==> config.mk <==
export PLATFORM = sky130hd
export DESIGN_NAME = armleocpu_cache_port_arbiter_flat
export DESIGN_NICKNAME = d
export VERILOG_FILES = /design/src/rtl/armleocpu_cache_port_arbiter_if.sv /design/src/rtl/armleocpu_cache_port_arbiter.sv /design/src/flat_wrapper.sv
export SDC_FILE = /design/constraint.sdc
export NUM_CORES = 1
export LEC_CHECK = 0
export ABC_CLOCK_PERIOD_IN_PS = 2700
export CAP_MARGIN = 10
export CORE_AREA = 8 8 118 120
export CTS_CLUSTER_DIAMETER = 120
export DETAILED_ROUTE_END_ITERATION = 16
export DIE_AREA = 0 0 126 128
export PLACE_DENSITY = 0.64
export SLEW_MARGIN = 20
export SYNTH_ARGS = -nofsm -noshare
export SYNTH_HDL_FRONTEND = slang
export SYNTH_SLANG_ARGS = --single-unit
==> constraint.sdc <==
create_clock -name clk -period 2.7 [get_ports clk]
set_input_delay 0.27 -clock clk [delete_from_list [all_inputs] [get_ports clk]]
set_output_delay 0.27 -clock clk [all_outputs]
set_load 0.01 [all_outputs]
==> src/rtl/armleocpu_cache_port_arbiter_if.sv <==
// Cache command handshake between two requesters, the arbiter and the cache.
// The slave modport is the arbiter's view. The master modport is the requester/cache side.
interface armleocpu_cache_port_arbiter_if;
  logic [3:0]  r0_cmd;
  logic [31:0] r0_address;
  logic [31:0] r0_store_data;
  logic        r0_done;
  logic [3:0]  r0_response;
  logic [31:0] r0_load_data;

  logic [3:0]  r1_cmd;
  logic [31:0] r1_address;
  logic [31:0] r1_store_data;
  logic        r1_done;
  logic [3:0]  r1_response;
  logic [31:0] r1_load_data;

  logic [3:0]  c_cmd;
  logic [31:0] c_address;
  logic [31:0] c_store_data;
  logic        c_done;
  logic [3:0]  c_response;
  logic [31:0] c_load_data;

  logic [1:0]  arb_grant;
  logic        arb_busy;

  modport slave (
    input  r0_cmd, r0_address, r0_store_data,
    output r0_done, r0_response, r0_load_data,
    input  r1_cmd, r1_address, r1_store_data,
    output r1_done, r1_response, r1_load_data,
    output c_cmd, c_address, c_store_data,
    input  c_done, c_response, c_load_data,
    output arb_grant, arb_busy
  );

  modport master (
    output r0_cmd, r0_address, r0_store_data,
    input  r0_done, r0_response, r0_load_data,
    output r1_cmd, r1_address, r1_store_data,
    input  r1_done, r1_response, r1_load_data,
    input  c_cmd, c_address, c_store_data,
    output c_done, c_response, c_load_data,
    input  arb_grant, arb_busy
  );
endinterface

==> src/rtl/armleocpu_cache_port_arbiter.sv <==
// Round-robin arbiter sharing one cache command port between fetch (port 0) and data (port 1).
// The grant is locked until c_done. The next command is issued in the same cycle as the done.
module armleocpu_cache_port_arbiter #(
  parameter logic [3:0] CMD_NONE = 4'd0
) (
  input logic                          clk,
  input logic                          rst,
  armleocpu_cache_port_arbiter_if.slave bus
);

  typedef enum logic [1:0] {
    IDLE = 2'd0,
    OWN0 = 2'd1,
    OWN1 = 2'd2
  } state_t;

  state_t state, state_nxt;
  logic   last_grant, last_grant_nxt;
  logic   cand0, cand1, win_vld, win_id;
  logic   rearb, owned;
  logic   sel_vld, sel_id;
  logic [3:0] cmd_out;

  assign cand0   = (bus.r0_cmd != CMD_NONE);
  assign cand1   = (bus.r1_cmd != CMD_NONE);
  assign win_vld = cand0 | cand1;
  // On a tie the requester that did not win last time goes next.
  assign win_id  = (cand0 && cand1) ? ~last_grant : cand1;

  assign owned = (state == OWN0) || (state == OWN1);
  assign rearb = !owned || bus.c_done;

  always_ff @(posedge clk) begin
    if (rst) begin
      state      <= IDLE;
      last_grant <= 1'b1;
    end else begin
      state      <= state_nxt;
      last_grant <= last_grant_nxt;
    end
  end

  always_comb begin
    state_nxt      = state;
    last_grant_nxt = last_grant;
    if (rearb) begin
      if (win_vld) begin
        state_nxt      = win_id ? OWN1 : OWN0;
        last_grant_nxt = win_id;
      end else begin
        state_nxt = IDLE;
      end
    end
  end

  always_comb begin
    sel_vld          = 1'b0;
    sel_id           = 1'b0;
    cmd_out          = CMD_NONE;
    bus.c_address    = 32'h0;
    bus.c_store_data = 32'h0;
    bus.r0_done      = 1'b0;
    bus.r1_done      = 1'b0;
    bus.arb_grant    = 2'b00;
    if (!rst) begin
      if (rearb) begin
        sel_vld     = win_vld;
        sel_id      = win_id;
        bus.r0_done = bus.c_done && (state == OWN0);
        bus.r1_done = bus.c_done && (state == OWN1);
      end else begin
        sel_vld = 1'b1;
        sel_id  = (state == OWN1);
      end
      if (sel_vld) begin
        cmd_out          = sel_id ? bus.r1_cmd        : bus.r0_cmd;
        bus.c_address    = sel_id ? bus.r1_address    : bus.r0_address;
        bus.c_store_data = sel_id ? bus.r1_store_data : bus.r0_store_data;
        bus.arb_grant    = sel_id ? 2'b10 : 2'b01;
      end
    end
    bus.c_cmd    = cmd_out;
    bus.arb_busy = !rst && ((state != IDLE) || (cmd_out != CMD_NONE));
  end

  // Responses are broadcast; only the per-port done qualifies them.
  assign bus.r0_response  = bus.c_response;
  assign bus.r0_load_data = bus.c_load_data;
  assign bus.r1_response  = bus.c_response;
  assign bus.r1_load_data = bus.c_load_data;

`ifdef FORMAL_RULES
  a_owner0_stable: assert property (@(posedge clk) disable iff (rst)
    ($past(state == OWN0 && !bus.c_done) && !$past(rst)) |->
      ($stable(bus.r0_cmd) && $stable(bus.r0_address)));
  a_owner1_stable: assert property (@(posedge clk) disable iff (rst)
    ($past(state == OWN1 && !bus.c_done) && !$past(rst)) |->
      ($stable(bus.r1_cmd) && $stable(bus.r1_address)));
  a_cmd_stable: assert property (@(posedge clk) disable iff (rst)
    ($past(bus.c_cmd != CMD_NONE && !bus.c_done) && !$past(rst)) |->
      ($stable(bus.c_cmd) && $stable(bus.c_address)));
  a_no_spurious_done: assert property (@(posedge clk) disable iff (rst)
    ($past(bus.c_cmd == CMD_NONE) && !$past(rst)) |-> !bus.c_done);
`endif

endmodule
==> src/flat_wrapper.sv <==
// flat-port wrapper written by rule: the top's interface ports become plain ports
module armleocpu_cache_port_arbiter_flat 
#(
  parameter logic [3:0] CMD_NONE = 4'd0
)
  (clk, rst, bus_r0_cmd, bus_r0_address, bus_r0_store_data, bus_r0_done, bus_r0_response, bus_r0_load_data, bus_r1_cmd, bus_r1_address, bus_r1_store_data, bus_r1_done, bus_r1_response, bus_r1_load_data, bus_c_cmd, bus_c_address, bus_c_store_data, bus_c_done, bus_c_response, bus_c_load_data, bus_arb_grant, bus_arb_busy);
  armleocpu_cache_port_arbiter_if bus_i ();
  input logic clk;
  input logic rst;
  input wire logic [$bits(bus_i.r0_cmd)-1:0] bus_r0_cmd;
  input wire logic [$bits(bus_i.r0_address)-1:0] bus_r0_address;
  input wire logic [$bits(bus_i.r0_store_data)-1:0] bus_r0_store_data;
  output wire logic [$bits(bus_i.r0_done)-1:0] bus_r0_done;
  output wire logic [$bits(bus_i.r0_response)-1:0] bus_r0_response;
  output wire logic [$bits(bus_i.r0_load_data)-1:0] bus_r0_load_data;
  input wire logic [$bits(bus_i.r1_cmd)-1:0] bus_r1_cmd;
  input wire logic [$bits(bus_i.r1_address)-1:0] bus_r1_address;
  input wire logic [$bits(bus_i.r1_store_data)-1:0] bus_r1_store_data;
  output wire logic [$bits(bus_i.r1_done)-1:0] bus_r1_done;
  output wire logic [$bits(bus_i.r1_response)-1:0] bus_r1_response;
  output wire logic [$bits(bus_i.r1_load_data)-1:0] bus_r1_load_data;
  output wire logic [$bits(bus_i.c_cmd)-1:0] bus_c_cmd;
  output wire logic [$bits(bus_i.c_address)-1:0] bus_c_address;
  output wire logic [$bits(bus_i.c_store_data)-1:0] bus_c_store_data;
  input wire logic [$bits(bus_i.c_done)-1:0] bus_c_done;
  input wire logic [$bits(bus_i.c_response)-1:0] bus_c_response;
  input wire logic [$bits(bus_i.c_load_data)-1:0] bus_c_load_data;
  output wire logic [$bits(bus_i.arb_grant)-1:0] bus_arb_grant;
  output wire logic [$bits(bus_i.arb_busy)-1:0] bus_arb_busy;
  assign bus_i.r0_cmd = bus_r0_cmd;
  assign bus_i.r0_address = bus_r0_address;
  assign bus_i.r0_store_data = bus_r0_store_data;
  assign bus_r0_done = bus_i.r0_done;
  assign bus_r0_response = bus_i.r0_response;
  assign bus_r0_load_data = bus_i.r0_load_data;
  assign bus_i.r1_cmd = bus_r1_cmd;
  assign bus_i.r1_address = bus_r1_address;
  assign bus_i.r1_store_data = bus_r1_store_data;
  assign bus_r1_done = bus_i.r1_done;
  assign bus_r1_response = bus_i.r1_response;
  assign bus_r1_load_data = bus_i.r1_load_data;
  assign bus_c_cmd = bus_i.c_cmd;
  assign bus_c_address = bus_i.c_address;
  assign bus_c_store_data = bus_i.c_store_data;
  assign bus_i.c_done = bus_c_done;
  assign bus_i.c_response = bus_c_response;
  assign bus_i.c_load_data = bus_c_load_data;
  assign bus_arb_grant = bus_i.arb_grant;
  assign bus_arb_busy = bus_i.arb_busy;
  armleocpu_cache_port_arbiter #(.CMD_NONE(CMD_NONE)) u_core (.clk(clk), .rst(rst), .bus(bus_i));
endmodule
Word level (Yosys, flattened, before mapping)
Index checks and enable logic that the tools add are counted.
W data, S select, Z words.
{ "op_classes": {"eq_ne": 2, "mux": 23, "n_bitwise": 2, "reduce_logical": 14} }
{ "ops": {"columns": ["op", "count"], "rows": [
  ["$mux W32", 6],
  ["$mux W4", 3],
  ["$reduce_bool A4 Y1", 3],
  ["$mux W2", 5],
  ["$mux W1", 9],
  ["$logic_and A1 B1 Y1", 4],
  ["$logic_or A1 B1 Y1", 3],
  ["$eq A2 B1 Y1 const B", 1],
  ["$eq A2 B2 Y1 const B", 1],
  ["$logic_not A1 Y1", 2],
  ["$reduce_and A2 Y1", 1],
  ["$reduce_bool A2 Y1", 1],
  ["$not A1 Y1", 1],
  ["$or A1 B1 Y1", 1]
]} }
{ "word_totals": {"register_bits": 3, "inputBits": 175, "elab_cells": 43} }

Longest topological paths before layout
Gate-level depths: netlist (run 1).
{ "depth": {"depth_word": 12, "ltp_mapped": 8, "mapped_depth_nobuf": 6} }

Least setup slack after synthesis (run 1)
Ideal clock, no wire load.
{ "synth_timing": {"path_kind": "register to output", "startpoint": "register u_core.state[0]", "endpoint": "output port bus_c_store_data[16]", "arrival_time_ns": 1.903, "required_ns": 2.430, "setup_slack_ns": 0.527, "path_stages_with_launch": 9, "path_buffers": 2, "path_cell_list": "dfxtp_1 -> inv_1 -> ha_1 -> nor2b_1 -> nand2b_1 -> a21oi_2 -> buf_2 -> buf_2 -> a22o_1"} }
{ "synth_via": {"elab_chain_len": 9, "word_cells_on_any_way": 12, "cone_classes": "eq/ne: 2; mux: 7; reduce/logical: 3"} }
{ "synth_rtl": {"columns": ["item", "line_no", "rtl"], "rows": [
  ["start: declaration", "armleocpu_cache_port_arbiter.sv:17", "state_t state, state_nxt;"],
  ["start signal: assignment", "armleocpu_cache_port_arbiter.sv:38", "state <= state_nxt;"],
  ["$eq A2 B1 Y1 / $eq A2 B2 Y1 (equally long branches)", "armleocpu_cache_port_arbiter.sv:30, armleocpu_cache_port_arbiter.sv:73", null],
  ["$logic_or A1 B1 Y1", "armleocpu_cache_port_arbiter.sv:30", "assign owned = (state == OWN0) || (state == OWN1);"],
  ["$logic_not A1 Y1", "armleocpu_cache_port_arbiter.sv:31", "assign rearb = !owned || bus.c_done;"],
  ["$logic_or A1 B1 Y1", "armleocpu_cache_port_arbiter.sv:31", null],
  ["$mux W1", "armleocpu_cache_port_arbiter.sv:66", "if (rearb) begin"],
  ["$mux W1", "armleocpu_cache_port_arbiter.sv:65", "if (!rst) begin"],
  ["$mux W32", "armleocpu_cache_port_arbiter.sv:78", "bus.c_store_data = sel_id ? bus.r1_store_data : bus.r0_store_data;"],
  ["$mux W32 (*)", "armleocpu_cache_port_arbiter.sv:75", "if (sel_vld) begin"],
  ["$mux W32 (*)", "armleocpu_cache_port_arbiter.sv:65", null],
  ["end: declaration", "flat_wrapper.sv:24", "output wire logic [$bits(bus_i.c_store_data)-1:0] bus_c_store_data;"]
]} }
Every way passes the cells marked *; elsewhere a longest branch is shown, timed or not. The select of a mux whose other input is x is not followed.

Worst setup path after layout (run 1)
{ "layout_timing": {"startpoint": "register u_core.state[0]", "endpoint": "output port bus_c_store_data[14]"} }
Same word-level chain as after synthesis.

==> flow_summary.toml, run 1 <==
[outcome]
status = "completed"

[worst_setup_path]
cpMaxStageDelayCell = "dfxtp_1"
r2r_start = "u_core.state[0]$_SDFFE_PP0P_"
critPathTopFamily = "buffers and inverters"
cp-startpoint = "u_core.state[0]$_SDFFE_PP0P_"
cp-end-kind = "output port"
cp-start-kind = "register"
slowest_delay_ps = 340
worstPathRequired_ps = 2430
cpMostUsedCell = "buf_12"
crit_type = "reg -> out"
worstPathArrival_ps = 2320
path_max_fanout = 11
worst-path-buf-inv = 5
path_cells = "inv_1 > ha_1 > nor2b_4 > a211o_1 > a21oi_4 > buf_12 > buf_4 > buf_12 > a22o_1 > buf_2"

[floorplanning]
die_h_um = 128
start_util_pct = 12.11
die_area_um2 = 16130
placementRows = 41
io_pins = 320
core_um2 = 12210
fp.dieW_um = 126

[global_routing]
antenna_found_initial = 1
grt_use_total_pct = 13.18
grt-ovfl-total = 0
grt_pass1_vias = 2337
grt_pass1_wl_mm = 16.08
grt_max_degree = 23

[power]
p_comb_share_pct = 78.1
clockPowerShare_pct = 17.7
power_leakage_nw = 1.576
switchingPower_w = 0.0004833
power_density_nw_per_um2 = 391.1
power.internal_w = 0.0008706
pwr-share-seq_pct = 4.3
swShare_pct = 35.70
vdd_drop_max_v = 0.0001560
finalPower_w = 0.001354

[sta]
relSlewSlack_pct = 68.63
worstMarginPinSlew_ps = 469.1
timing.fmax_mhz = 386.4
slew_viol_final = 0
setup_viol = 0
hold_slack_ps = 490.3
hold_viol_final = 0
clock_skew_ps = 3.269
post-route-min-period_ps = 2588
fin_tns_setup_ps = 0
timing.final.crit_share_pct = 95.86

[worst_hold_path]
hold_class = "reg -> reg"
hold_start = "u_core.state[0]$_SDFFE_PP0P_"

[place]
portBuffers = 211
hpwl_mm = 9.522
gp_congestion = 0.7842
dp_cells = 478

[detailed_routing]
ant_nets = 0
drcViolationCount = 0
first_pass_iters = 4
wl_per_cell_um = 23.09
wl_mm = 11.61
drtIter0Drc = 66
vias = 2110
vias_per_cell = 4.195

[finish]
drive_above_1_share_pct = 30.40
final_nets = 531
stdcell_count = 503
final_core_util_pct = 28.36
area_growth_pct = 134.1

[synthesis]
syn_area_um2 = 1479
ys_seq_area_share_pct = 4.061
syn_nets = 367
synth_area_per_cell_um2 = 7.825
yosys_warnings = 0
syn-instance-count = 189
ys_types = 23
ys_ff_latch = 3

[job]
maxCapViolations = 0

[clocking]
root_buffer = "clkbuf_16"
tritoncts = "built"
ctsLongestPathBuffers = 2
ctsHoldBuffers = 0
cts_made_buffers = 3
clk_pin_slew_ps = 30
h-tree-depth = 1
clock_latency_ps = 230
cts_sinks = 3
-- power groups by stage --
stage	Combinational, W	Clock, W	Sequential [W]
2_1_floorplan	0.000487	0	0.0000572
3_3_place_gp	0.00101	0	0.0000576
3_5_place_dp	0.00103	0	0.0000583
4_1_cts	0.00110	0.000243	0.0000577
5_1_grt	0.00113	0.000247	0.0000584
6_report	0.00106	0.000239	0.0000579
-- cell usage in the layout, fill, tap and decap left out, types with 3 or more instances in the layout --
cell type / n
buf_2: 45
clkdlybuf4s50_1: 136
buf_4: 16
buf_6: 5
dlymetal6s2s_1: 3
clkbuf_2: 19
nand2b_1: 3
nand2_1: 3
dfxtp_1: 3
ha_1: 3
a22o_1: 68
buf_16: 5
dlygate4sd2_1: 7
clkbuf_16: 4
buf_12: 7
nor2_1: 3
-- per-stage QoR --
stage | area [um^2] | setup slack (ps)
floorplan | 1479 | 526.8
global placement | 3327 | -428.6
detailed placement | 3327 | -462.8
CTS | 3625 | -43.07
global route | 3462 | -10.66
finish | 3462 | 111.9
-- layout make-up --
class	count	area, um^2
inverters	2	7.507
repair buffers	246	2302
well taps	150	187.7
fillers	1330	8747
clock buffers	4	78.83
diodes	1	2.502
flip-flops and latches	3	60.06
multi-input cells	97	823.3
-- routing by layer --
layer | global-route usage (%) | share of wire (%) | routed length [um] | up-vias
met1 | 12.99 | 35 | 4087 | 969
met2 | 24.79 | 53 | 6160 | 159
met4 | 2.760 | 0.90 | 104 | 0
met3 | 6.032 | 11 | 1261 | 16
li1 | - | - | - | 966
met5 | 0 | 0 | 0 | -
-- path summary, 6_finish.rpt --
path / to / slack, ps / cells after the start
worst min register to register: u_core.state[0]$_SDFFE_PP0P_ / 490 / 2
worst max register to register: u_core.state[0]$_SDFFE_PP0P_ / 1170 / 7
worst min-delay path: u_core.state[0]$_SDFFE_PP0P_ / 490 / 2
worst max-delay path: bus_c_store_data[14] / 110 / 10
-- synth_stat cells --
cell type | number | area [um^2]
buf_4 | 73 | 548.0
a22o_1 | 68 | 595.6
buf_2 | 7 | 35.03
clkbuf_1 | 6 | 22.52
dfxtp_1 | 3 | 60.06
ha_1 | 3 | 37.54
nand2_1 | 3 | 11.26
nand2b_1 | 3 | 18.77
nor2_1 | 3 | 11.26
a21oi_1 | 2 | 10.01
a21oi_2 | 2 | 17.52
and3b_1 | 2 | 17.52
inv_1 | 2 | 7.510
nand3_1 | 2 | 10.01
o21ai_0 | 2 | 10.01
a211o_1 | 1 | 8.760
a31oi_1 | 1 | 6.260
buf_6 | 1 | 11.26
nor2b_1 | 1 | 6.260
nor4_1 | 1 | 6.260
o211ai_1 | 1 | 7.510
o311ai_0 | 1 | 8.760
or4_4 | 1 | 11.26
-- flip-flops by register name, summed over array words and instances, names as in the netlist --
signal / cells
u_core.last_grant: 1
u_core.state: 2
-- worst reg2reg max path, cell delays in order (launching register included) --
cell      delay [ps]
dfxtp_1          340
inv_1             70
ha_1             320
nand2b_1         120
o211ai_1         170
buf_4            180
buf_4            120
a21oi_1          120
-- timing repair --
action / in CTS / in global routing
buffers inserted: 10 / 3
cloned: 6 / 1
gates resized for setup: 195 / 70
pin swaps: 5 / 3
endpoints found under the setup margin: 71 / 56
-- cells by family after synthesis --
| kind of cell | Yosys count | synth area share (%) |
|---|---|---|
| buf+inv | 89 | 42.22 |
| compound gates | 78 | 44.92 |
| simple gates | 16 | 6.261 |
| fa+ha+maj | 3 | 2.538 |
| flops | 3 | 4.061 |
Note: power is estimated with default switching activity, not from simulation.
==> run 2, diff against run 1 <==
- GPL_ROUTABILITY_DRIVEN: not set -> 1
==> results of run 2 <==
The final DEF is identical to that of run 1; final timing and power are the same.
